===== src/rtl/sprite_rom_arbiter_pkg.sv =====
`default_nettype none
// ============================================================================
//  Module      : sprite_pkg
//  Description : Shared sprite geometry, widths, colour key and the sprite
//                ROM address helper for the sprite ROM arbiter.
//  Revision    : 1.0 - initial release
// ============================================================================
package sprite_pkg;

  localparam int SPRITE_DIM = 32;
  localparam int COORD_W    = 5;
  localparam int FRAME_W    = 2;
  localparam int ADDR_W     = 12;
  localparam int PIX_W      = 12;

  localparam logic [PIX_W-1:0] TRANSPARENT_KEY_DEFAULT = 12'hF0F;

  // ROM layout is frame-major, then row, then column. A left-facing fighter
  // reads its row right-to-left so the artwork is stored only once.
  function automatic logic [ADDR_W-1:0] sprite_addr(
    input logic [FRAME_W-1:0] frame,
    input logic [COORD_W-1:0] py,
    input logic [COORD_W-1:0] px,
    input logic               flip
  );
    logic [COORD_W-1:0] col;
    col = flip ? (COORD_W'(SPRITE_DIM - 1) - px) : px;
    return {frame, py, col};
  endfunction

endpackage
`default_nettype wire


===== src/rtl/rr_arbiter2.sv =====
`default_nettype none
// ============================================================================
//  Module      : rr_arbiter2
//  Description : Two-way round-robin grant decode. Purely combinational; the
//                priority pointer is owned by the instantiating block.
//  Revision    : 1.0 - initial release
// ============================================================================
module rr_arbiter2 (
  input  logic [1:0] i_req,
  input  logic       i_ptr,
  output logic [1:0] o_gnt
);

  // A lone requester wins outright; on contention the pointer picks the winner.
  always_comb begin
    o_gnt = 2'b00;
    case (i_req)
      2'b01:   o_gnt = 2'b01;
      2'b10:   o_gnt = 2'b10;
      2'b11:   o_gnt = i_ptr ? 2'b10 : 2'b01;
      default: o_gnt = 2'b00;
    endcase
  end

endmodule
`default_nettype wire


===== src/rtl/sprite_rom_arbiter.sv =====
`default_nettype none
// ============================================================================
//  Module      : sprite_rom_arbiter
//  Description : Shares one external sprite ROM between two fighters. Grants
//                one fetch per cycle round-robin, registers the ROM address,
//                and returns the pixel two cycles after the grant tagged with
//                the requester index and a colour-key transparency flag.
//  Revision    : 1.0 - initial release
// ============================================================================
module sprite_rom_arbiter
  import sprite_pkg::*;
#(
  parameter logic [PIX_W-1:0] TRANSPARENT_KEY = TRANSPARENT_KEY_DEFAULT,
  parameter int               ROM_LATENCY     = 1
) (
  input  logic               clk,
  input  logic               rst_n,
  input  logic [1:0]         req,
  input  logic [COORD_W-1:0] px0,
  input  logic [COORD_W-1:0] py0,
  input  logic [COORD_W-1:0] px1,
  input  logic [COORD_W-1:0] py1,
  input  logic [FRAME_W-1:0] frame0,
  input  logic [FRAME_W-1:0] frame1,
  input  logic               flip0,
  input  logic               flip1,
  output logic [1:0]         gnt,
  output logic [ADDR_W-1:0]  rom_addr,
  input  logic [PIX_W-1:0]   rom_data,
  output logic               rsp_valid,
  output logic               rsp_id,
  output logic [PIX_W-1:0]   rsp_pixel,
  output logic               rsp_transparent
);

  // One stage for the address register plus the ROM's own read latency.
  localparam int c_rsp_stages = ROM_LATENCY + 1;

  logic                    r_ptr;
  logic [c_rsp_stages-1:0] r_vld;
  logic [c_rsp_stages-1:0] r_id;
  logic [1:0]              w_arb_gnt;
  logic                    w_grant;
  logic                    w_gnt_idx;
  logic [ADDR_W-1:0]       w_addr;

  rr_arbiter2 u_arb (
    .i_req (req),
    .i_ptr (r_ptr),
    .o_gnt (w_arb_gnt)
  );

  // Suppress grants while reset is asserted and select the winner's address.
  always_comb begin
    gnt       = rst_n ? w_arb_gnt : 2'b00;
    w_grant   = |gnt;
    w_gnt_idx = gnt[1];
    w_addr    = w_gnt_idx ? sprite_addr(frame1, py1, px1, flip1)
                          : sprite_addr(frame0, py0, px0, flip0);
  end

  // Pointer and address advance only on a grant; valid/id shift every cycle.
  always_ff @(posedge clk) begin
    if (!rst_n) begin
      r_ptr    <= 1'b0;
      rom_addr <= '0;
      r_vld    <= '0;
      r_id     <= '0;
    end else begin
      if (w_grant) begin
        r_ptr    <= ~w_gnt_idx;
        rom_addr <= w_addr;
      end
      r_vld <= {r_vld[c_rsp_stages-2:0], w_grant};
      r_id  <= {r_id[c_rsp_stages-2:0], w_gnt_idx};
    end
  end

  // Pixel comes straight from the ROM; the flag is qualified by valid.
  always_comb begin
    rsp_valid       = r_vld[c_rsp_stages-1];
    rsp_id          = r_id[c_rsp_stages-1];
    rsp_pixel       = rom_data;
    rsp_transparent = rsp_valid && (rom_data == TRANSPARENT_KEY);
  end

endmodule
`default_nettype wire


===== config.mk =====
export PLATFORM = sky130hd
export DESIGN_NAME = sprite_rom_arbiter
export DESIGN_NICKNAME = d
export VERILOG_FILES = /design/src/rtl/sprite_rom_arbiter_pkg.sv /design/src/rtl/rr_arbiter2.sv /design/src/rtl/sprite_rom_arbiter.sv
export SDC_FILE = /design/constraint.sdc
export NUM_CORES = 1
export LEC_CHECK = 0
export ABC_CLOCK_PERIOD_IN_PS = 2500
export CAP_MARGIN = 20
export CORE_ASPECT_RATIO = 0.6
export CORE_MARGIN = 2
export CORE_UTILIZATION = 35
export DETAILED_ROUTE_END_ITERATION = 12
export PLACE_DENSITY = 0.84
export REMOVE_ABC_BUFFERS = 1
export SLEW_MARGIN = 5
export SYNTH_ARGS = -nofsm -noshare
export SYNTH_HDL_FRONTEND = slang
export SYNTH_HIERARCHICAL = 1
export SYNTH_SLANG_ARGS = --single-unit
export TNS_END_PERCENT = 20

===== constraint.sdc =====
create_clock -name clk -period 2.5 [get_ports clk]
set_input_delay 0.25 -clock clk [delete_from_list [all_inputs] [get_ports clk]]
set_output_delay 0.25 -clock clk [all_outputs]
set_load 0.005 [all_outputs]

==> results.cfg, run 1 <==
[clocking]
cts_buffers = 3
clockBufferDepth = 2
path_clk_slew_ns = 0.06
ctsResizeCount = 0
cts_root_buffer = clkbuf_8
clock_sink_count = 17
clk_latency_ns = 0.25
postCtsHoldBufs = 0
tritoncts = yes
cts_max_level = 1
cts_setup_buffers = 0

[die]
fp.dieH_microns = 43.3
coreArea_sq_um = 2470
die-area_sq_um = 3010
start_util = 0.365
die_w_microns = 69.5
num_io_pins = 71
num_rows = 14

[synth]
yosys-top-cells-count = dfxtp_1 (17), buf_4 (14), o21ai_1 (8)
yosysMostFrequentCell = dfxtp_1
ys_seq_area_frac = 0.377
synth_edf_count = 0
synthDistinctLibCells = 25
ys_seq_elements = 17
synth_top_area_cell = dfxtp_1
synthFlopType = dfxtp_1
async_flop_share = 0
synth_top_area_frac = 0.377
avgSynthCellArea_sq_um = 9.11
synthTopCellsByArea = dfxtp_1 (38%), buf_4 (12%), mux2i_1 (7.8%), xnor2_1 (4.9%), xor2_1 (4.9%)
yosys_warnings = 6
syn-cell-area_sq_um = 902
synth_cells = 99

[critical_path]
endpoint_kind = output port
worstPathMaxFanout = 2
cp.arrival_ns = 1.77
crit_path_start = rom_data[11]
crit_type = input pin to output port
crit_end = rsp_transparent
r2r-start = r_ptr
reg2regPathDepth = 6
r2r-end = rom_addr[8]
cp-start-kind = input pin
reg2reg_slack_ns = 1.04
cp.required_ns = 2.25

[route]
wire_per_inst_microns = 12.9
drc = 0
num_vias = 906
totalWireLength_microns = 2440
antenna_left = 0
firstDrtPassIters = 4
viasPerCell = 4.79
drt_iter0_drc = 28

[sta]
rsz0062_at_grt = false
tns_ns = 0
fin_worst_skew_ns = 0.00102
period_share = 0.808
timing_worst_slew_pin_value_ns = 0.408
period_minus_slack_ns = 2.02
worst_slack_ns = 0.481
fmax_mhz = 495
maxSlewViolCount = 0
whs_ns = 0.439
setup_viol = 0
slew_headroom = 0.727
final-hold-violation-count = 0

[finish]
area_growth_pct = 75.0
n_antenna_cell = 0
design_area_sq_um = 1580
final_util = 0.639
layout.cells.non_filler = 189
nets = 200
drive_above_1_share = 0.0573

[outcome]
status = finished, final reports clean

[global_route]
grt_pass1_vias = 805
grt_overflow = 0
grt_pass1_wl_microns = 3850
grt_max_degree = 18
grt_usage = 0.168
antenna_found_initial = 0

[place]
preCtsSetupSlack_ns = 0.457
placed_area_sq_um = 1530
dpl.hpwl_microns = 1980
numPortBuffers = 70
gp_congestion = 0.874
dpl.cell_count = 185

[power]
leakagePower_nw = 0.599
fin_total_pwr_mw = 0.727
ir_worst_vdd_mv = 0.287
p_per_area_nw_per_um2 = 460

[hold_path]
hp-class = flop to flop

[flow_run]
cap_violations = 0
[metal layers]
layer  part of all wire  vias up  track usage
li1                   -      446            -
met1               0.41      397        0.197
met2               0.45       54        0.275
met3               0.11        9       0.0736
met4              0.026        0       0.0706
met5                  0        -            0
[placed cells by master, fill, tap and decap left out]
| cell | n |
|---|---|
| nand3_1 | 1 |
| nor3_1 | 5 |
| nor4_1 | 1 |
| clkinv_2 | 1 |
| a211oi_1 | 5 |
| a21boi_1 | 1 |
| inv_1 | 2 |
| dfxtp_1 | 17 |
| clkdlybuf4s50_1 | 70 |
| nor4b_1 | 1 |
| o21ai_1 | 8 |
| nand2b_2 | 1 |
| o21a_1 | 1 |
| xor2_1 | 5 |
| a21oi_1 | 7 |
| nand2_1 | 1 |
| nand4_1 | 1 |
| o211a_1 | 1 |
| o21ai_0 | 4 |
| clkbuf_8 | 3 |
| a21boi_2 | 1 |
| xnor2_1 | 5 |
| and2_1 | 5 |
| buf_4 | 3 |
| mux2i_1 | 7 |
[final cells by class]
type	count	area (sq um)
fill	212	891
timing repair buffer	73	723
multi-input combinational	61	422
sequential	17	340
clock buffer	3	41.3
tap	32	40.0
inverter	2	7.51
clock inverter	1	5.00
[sequential cells by signal, summed over array words and instances, names as in the netlist]
signal    flops
r_vld         2
rom_addr     12
r_ptr         1
r_id          2
[worst min-delay path by stage]
stage,start,depth (start not counted),slack (ns),endpoint
after global placement,r_id[0],1,0.42,r_id[1]
after detailed placement,r_id[0],1,0.43,r_id[1]
final,r_id[0],1,0.44,r_id[1]
after CTS,r_id[0],1,0.44,r_id[1]
after global routing,r_vld[0],1,0.47,r_vld[1]
after floorplan,rst_n,1,0.37,r_vld[0]
[power breakdown]
part | leakage, nW | switching [mW] | internal (mW)
Clock | 0.0255 | 0.0906 | 0.111
Sequential | 0.141 | 0.0113 | 0.295
Combinational | 0.432 | 0.0744 | 0.145
Total | 0.599 | 0.176 | 0.550
[cells by family after synthesis]
logic type	count (synthesis)	synth area share
AO/OA/AOI/OAI	28	0.183
buffers and inverters	21	0.159
flip-flops	17	0.377
AND/OR/NAND/NOR	16	0.105
XOR/XNOR	10	0.0971
multiplexers	7	0.0777
[worst max-delay path, cell delays in order]
cell and delay [ns]:
clkdlybuf4s50_1 0.49, nand3_1 0.09, nor4_1 0.15, nor4b_1 0.24
clkdlybuf4s50_1 0.55
Note: power is estimated with default switching activity, not from simulation.
==> run 2: changes to the inputs <==
Settings changed: ABC_CLOCK_PERIOD_IN_PS 2500 to 2110, CORE_UTILIZATION 35 to 33, PLACE_DENSITY 0.84 to 0.8.
Clock period 2.5 ns to 2.11 ns, I/O delays scaled along.
==> results.cfg, run 2 (same netlist as run 1, synthesis figures left out) <==
[critical_path]
cp_common_cell = clkdlybuf4s50_1
crit_slowest_cell = clkdlybuf4s50_1
cp.required_ns = 1.90
cp-start-kind = input pin
crit_family = buffers and inverters
critPathMaxStageDelay_ns = 0.56
cp.arrival_ns = 1.80
cp_cell_sequence = clkdlybuf4s50_1 -> nand2_1 -> nor4_1 -> nor4b_2 -> clkdlybuf4s50_1
crit_type = input pin to output port
path_buf_inv = 2
worstPathMaxFanout = 2
endpoint_kind = output port

[sta]
fmax_mhz = 498
setup_viol = 0
whs_ns = 0.433
slew_headroom = 0.745
final-hold-violation-count = 0
fin_worst_skew_ns = 0.00197
timing_worst_slew_pin_value_ns = 0.382
tns_ns = 0
period_minus_slack_ns = 2.01
rsz0062_at_grt = false
maxSlewViolCount = 0
period_share = 0.952

[flow_run]
cap_violations = 0

[die]
die-area_sq_um = 3180
start_util = 0.353
num_io_pins = 71
num_rows = 14
coreArea_sq_um = 2560
fp.dieH_microns = 44.5
die_w_microns = 71.5

[finish]
layout_commonest_cell = clkdlybuf4s50_1
n_antenna_cell = 0
design_area_sq_um = 1590
layout_common_cells = clkdlybuf4s50_1 (70), dfxtp_1 (17), o21ai_1 (8), mux2i_1 (7), a21oi_1 (7)
top_regs = rom_addr: 12 flops, r_id: 2 flops, r_vld: 2 flops
nets = 200
largest_register_ffs = 12
top_register = rom_addr
final_util = 0.620
drive_above_1_share = 0.0637
area_growth_pct = 75.7

[global_route]
met3_usage = 0.0911
antenna_found_initial = 0
grt_overflow = 0
top_usage_layer = met2
grt_max_degree = 16
grt_usage = 0.162
grtUsageMet1 = 0.172
use_met2 = 0.276
grt_pass1_wl_microns = 3790
grt_pass1_vias = 847

[place]
gp_congestion = 0.772
placed_area_sq_um = 1530
dpl.hpwl_microns = 1990
numPortBuffers = 70

[route]
firstDrtPassIters = 4
drc = 0
drt_iter0_drc = 15
wire_per_inst_microns = 12.8
totalWireLength_microns = 2420
viasPerCell = 4.69
antenna_left = 0
num_vias = 887

[power]
p_per_area_nw_per_um2 = 543
leakagePower_nw = 0.599
ir_worst_vdd_mv = 0.355
fin_total_pwr_mw = 0.860

[clocking]
path_clk_slew_ns = 0.06
clockBufferDepth = 2
cts_root_buffer = clkbuf_8
tritoncts = yes
cts_buffers = 3
cts_setup_buffers = 0
cts_max_level = 1
clk_latency_ns = 0.25
clock_sink_count = 17

[outcome]
status = finished, final reports clean

[hold_path]
hp-class = flop to flop
==> run 2: path summary, 6_finish.rpt <==
path              slack [ns]  cells past startpoint              end        start
setup / recovery        0.10                      5  rsp_transparent  rom_data[8]
hold / removal          0.43                      1          r_id[1]      r_id[0]
setup reg to reg        0.65                      6     rom_addr[11]        r_ptr
hold reg to reg         0.43                      1          r_id[1]      r_id[0]
==> run 2: cell type report <==
| class | count | area [sq um] |
|---|---|---|
| multi-input cells | 61 | 428 |
| well taps | 32 | 40.0 |
| inverters | 2 | 7.51 |
| clock buffers | 3 | 41.3 |
| repair buffers | 73 | 723 |
| clock inverters | 1 | 5.00 |
| flip-flops and latches | 17 | 340 |
| fillers | 202 | 972 |
==> run 2: repair_timing <==
item                       CTS  global route
hold buffers                 0             0
setup endpoints to repair    1             0
resized for setup            1             0
hold endpoints to repair     0             0
==> run 2: worst register-to-register path: cells and delay by family, from the launching register on <==
family	cells	cell delay, ns
AO/OA/AOI/OAI	3	0.49
flip-flops	1	0.37
buffers and inverters	3	0.48
==> run 2: report_power, final <==
part           internal [mW]  leakage, nW  switching (mW)
logic                  0.172        0.432          0.0874
clock network          0.131       0.0255           0.108
registers              0.349        0.141          0.0128
total                  0.652        0.599           0.208
==> run 2: per-layer routing <==
metal,routed length (microns),vias up
li1,-,445
met1,999,397
met2,1140,43
met3,261,2
met4,19,0
met5,0,-
==> run 2: metrics by stage <==
stage                     setup slack (ns)  cells
final                                0.102    189
after global routing                0.0170    189
after CTS                           0.0744    189
after detailed placement           -0.0151    185
after global placement               0.101    185
after floorplan                    -0.0833     80
==> run 3: changes to the inputs <==
Settings changed: RECOVER_POWER set to 50.
==> results.cfg, run 3 (same netlist as run 1, synthesis figures left out) <==
[outcome]
status = finished, final reports clean

[critical_path]
crit_slowest_cell = clkdlybuf4s50_1
worstPathMaxFanout = 2
crit_path_start = rom_data[8]
cp_cell_sequence = clkdlybuf4s50_1 -> nand2_1 -> nor4_1 -> nor4b_2 -> clkdlybuf4s50_1
crit_type = input pin to output port
cp.arrival_ns = 1.78
endpoint_kind = output port
cp-start-kind = input pin
cp_common_cell = clkdlybuf4s50_1
r2r-start = r_ptr
cp.required_ns = 1.90
path_buf_inv = 2
critPathMaxStageDelay_ns = 0.55
crit_family = buffers and inverters

[finish]
top_register = rom_addr
design_area_sq_um = 1580
drive_above_1_share = 0.0573
layout_commonest_cell = clkdlybuf4s50_1
layout.cells.non_filler = 189
layout_common_cells = clkdlybuf4s50_1 (50), dlygate4sd3_1 (20), dfxtp_1 (17), o21ai_1 (8)
largest_register_ffs = 12
nets = 200
area_growth_pct = 75.3
nFillCells = 204
top_regs = rom_addr: 12 flops, r_id: 2 flops, r_vld: 2 flops
n_antenna_cell = 0

[hold_path]
hp-class = flop to flop
min-delay-start = r_id[0]

[global_route]
grt_max_degree = 16
antenna_found_initial = 0
grt_usage = 0.162
grt_pass1_wl_microns = 3790
grt_overflow = 0
grt_pass1_vias = 847

[place]
numPortBuffers = 70
placed_area_sq_um = 1530
dpl.hpwl_microns = 1990
dpl.cell_count = 185
gp_congestion = 0.772

[sta]
whs_ns = 0.433
period_share = 0.946
fmax_mhz = 501
timing_worst_slew_pin_value_ns = 0.392
setup_viol = 0
period_minus_slack_ns = 2.00
fin_worst_skew_ns = 0.00197
rsz0062_at_grt = false
maxSlewViolCount = 0
final-hold-violation-count = 0
slew_headroom = 0.738

[clocking]
clock_sink_count = 17
tritoncts = yes
clk_latency_ns = 0.25
postCtsHoldBufs = 0
cts_max_level = 1
cts_root_buffer = clkbuf_8
cts_buffers = 3
path_clk_slew_ns = 0.06
clockBufferDepth = 2

[die]
num_rows = 14
num_io_pins = 71
start_util = 0.353
coreArea_sq_um = 2560
die_w_microns = 71.5
fp.dieH_microns = 44.5
die-area_sq_um = 3180

[route]
num_vias = 883
drt_iter0_drc = 15
firstDrtPassIters = 3
drc = 0
wire_per_inst_microns = 12.8
totalWireLength_microns = 2410
antenna_left = 0
viasPerCell = 4.67

[power]
leakagePower_nw = 0.626
fin_total_pwr_mw = 0.847
p_per_area_nw_per_um2 = 536
ir_worst_vdd_mv = 0.352

[flow_run]
cap_violations = 0
[run 3: final cells by class]
| cell class | instances | area [sq um] | share of cell area |
|---|---|---|---|
| Tap cell | 32 | 40.0 | 0.0253 |
| Sequential cell | 17 | 340 | 0.215 |
| Multi-Input combinational cell | 61 | 428 | 0.271 |
| Clock buffer | 3 | 41.3 | 0.0261 |
| Timing Repair Buffer | 73 | 719 | 0.455 |
| Inverter | 2 | 7.51 | 0.00475 |
| Clock inverter | 1 | 5.00 | 0.00316 |
[run 3: metal layers]
| metal | global-route usage | routed length [microns] | vias to the layer above |
|---|---|---|---|
| met5 | 0 | 0 | - |
| met4 | 0.0566 | 19 | 0 |
| met3 | 0.0911 | 258 | 2 |
| met2 | 0.276 | 1140 | 43 |
| met1 | 0.172 | 994 | 393 |
| li1 | - | - | 445 |
[run 3: worst register-to-register path: cells and delay by family, from the launching register on]
kind	cells	cell delay [ns]
flip-flops	1	0.37
buffers and inverters	3	0.48
AO/OA/AOI/OAI	3	0.48
[run 3: worst paths after layout]
check | slack, ns | cells past startpoint | to
worst max-delay path | 0.11 | 5 | rsp_transparent
worst min-delay path | 0.43 | 1 | r_id[1]
worst max register to register | 0.65 | 6 | rom_addr[11]
worst min register to register | 0.43 | 1 | r_id[1]
[run 3: timing repair]
item / in CTS / in global routing
buffers inserted: 0 / 0
endpoints found under the setup margin: 1 / 0
gates resized for setup: 1 / 0
[run 3: stage by stage]
| stage | utilization | worst slack (ns) | TNS (ns) |
|---|---|---|---|
| after floorplan | - | -0.0833 | -0.417 |
| after global placement | 0.599 | 0.101 | 0 |
| after detailed placement | 0.599 | -0.0151 | -0.0151 |
| after CTS | 0.620 | 0.0744 | 0 |
| after global routing | 0.618 | 0.0222 | 0 |
| final | 0.618 | 0.115 | 0 |
[run 3: power by group]
| group | internal (mW) | switching, mW | leakage, nW |
|---|---|---|---|
| combinational | 0.160 | 0.0871 | 0.460 |
| clock | 0.131 | 0.108 | 0.0255 |
| sequential | 0.349 | 0.0117 | 0.141 |
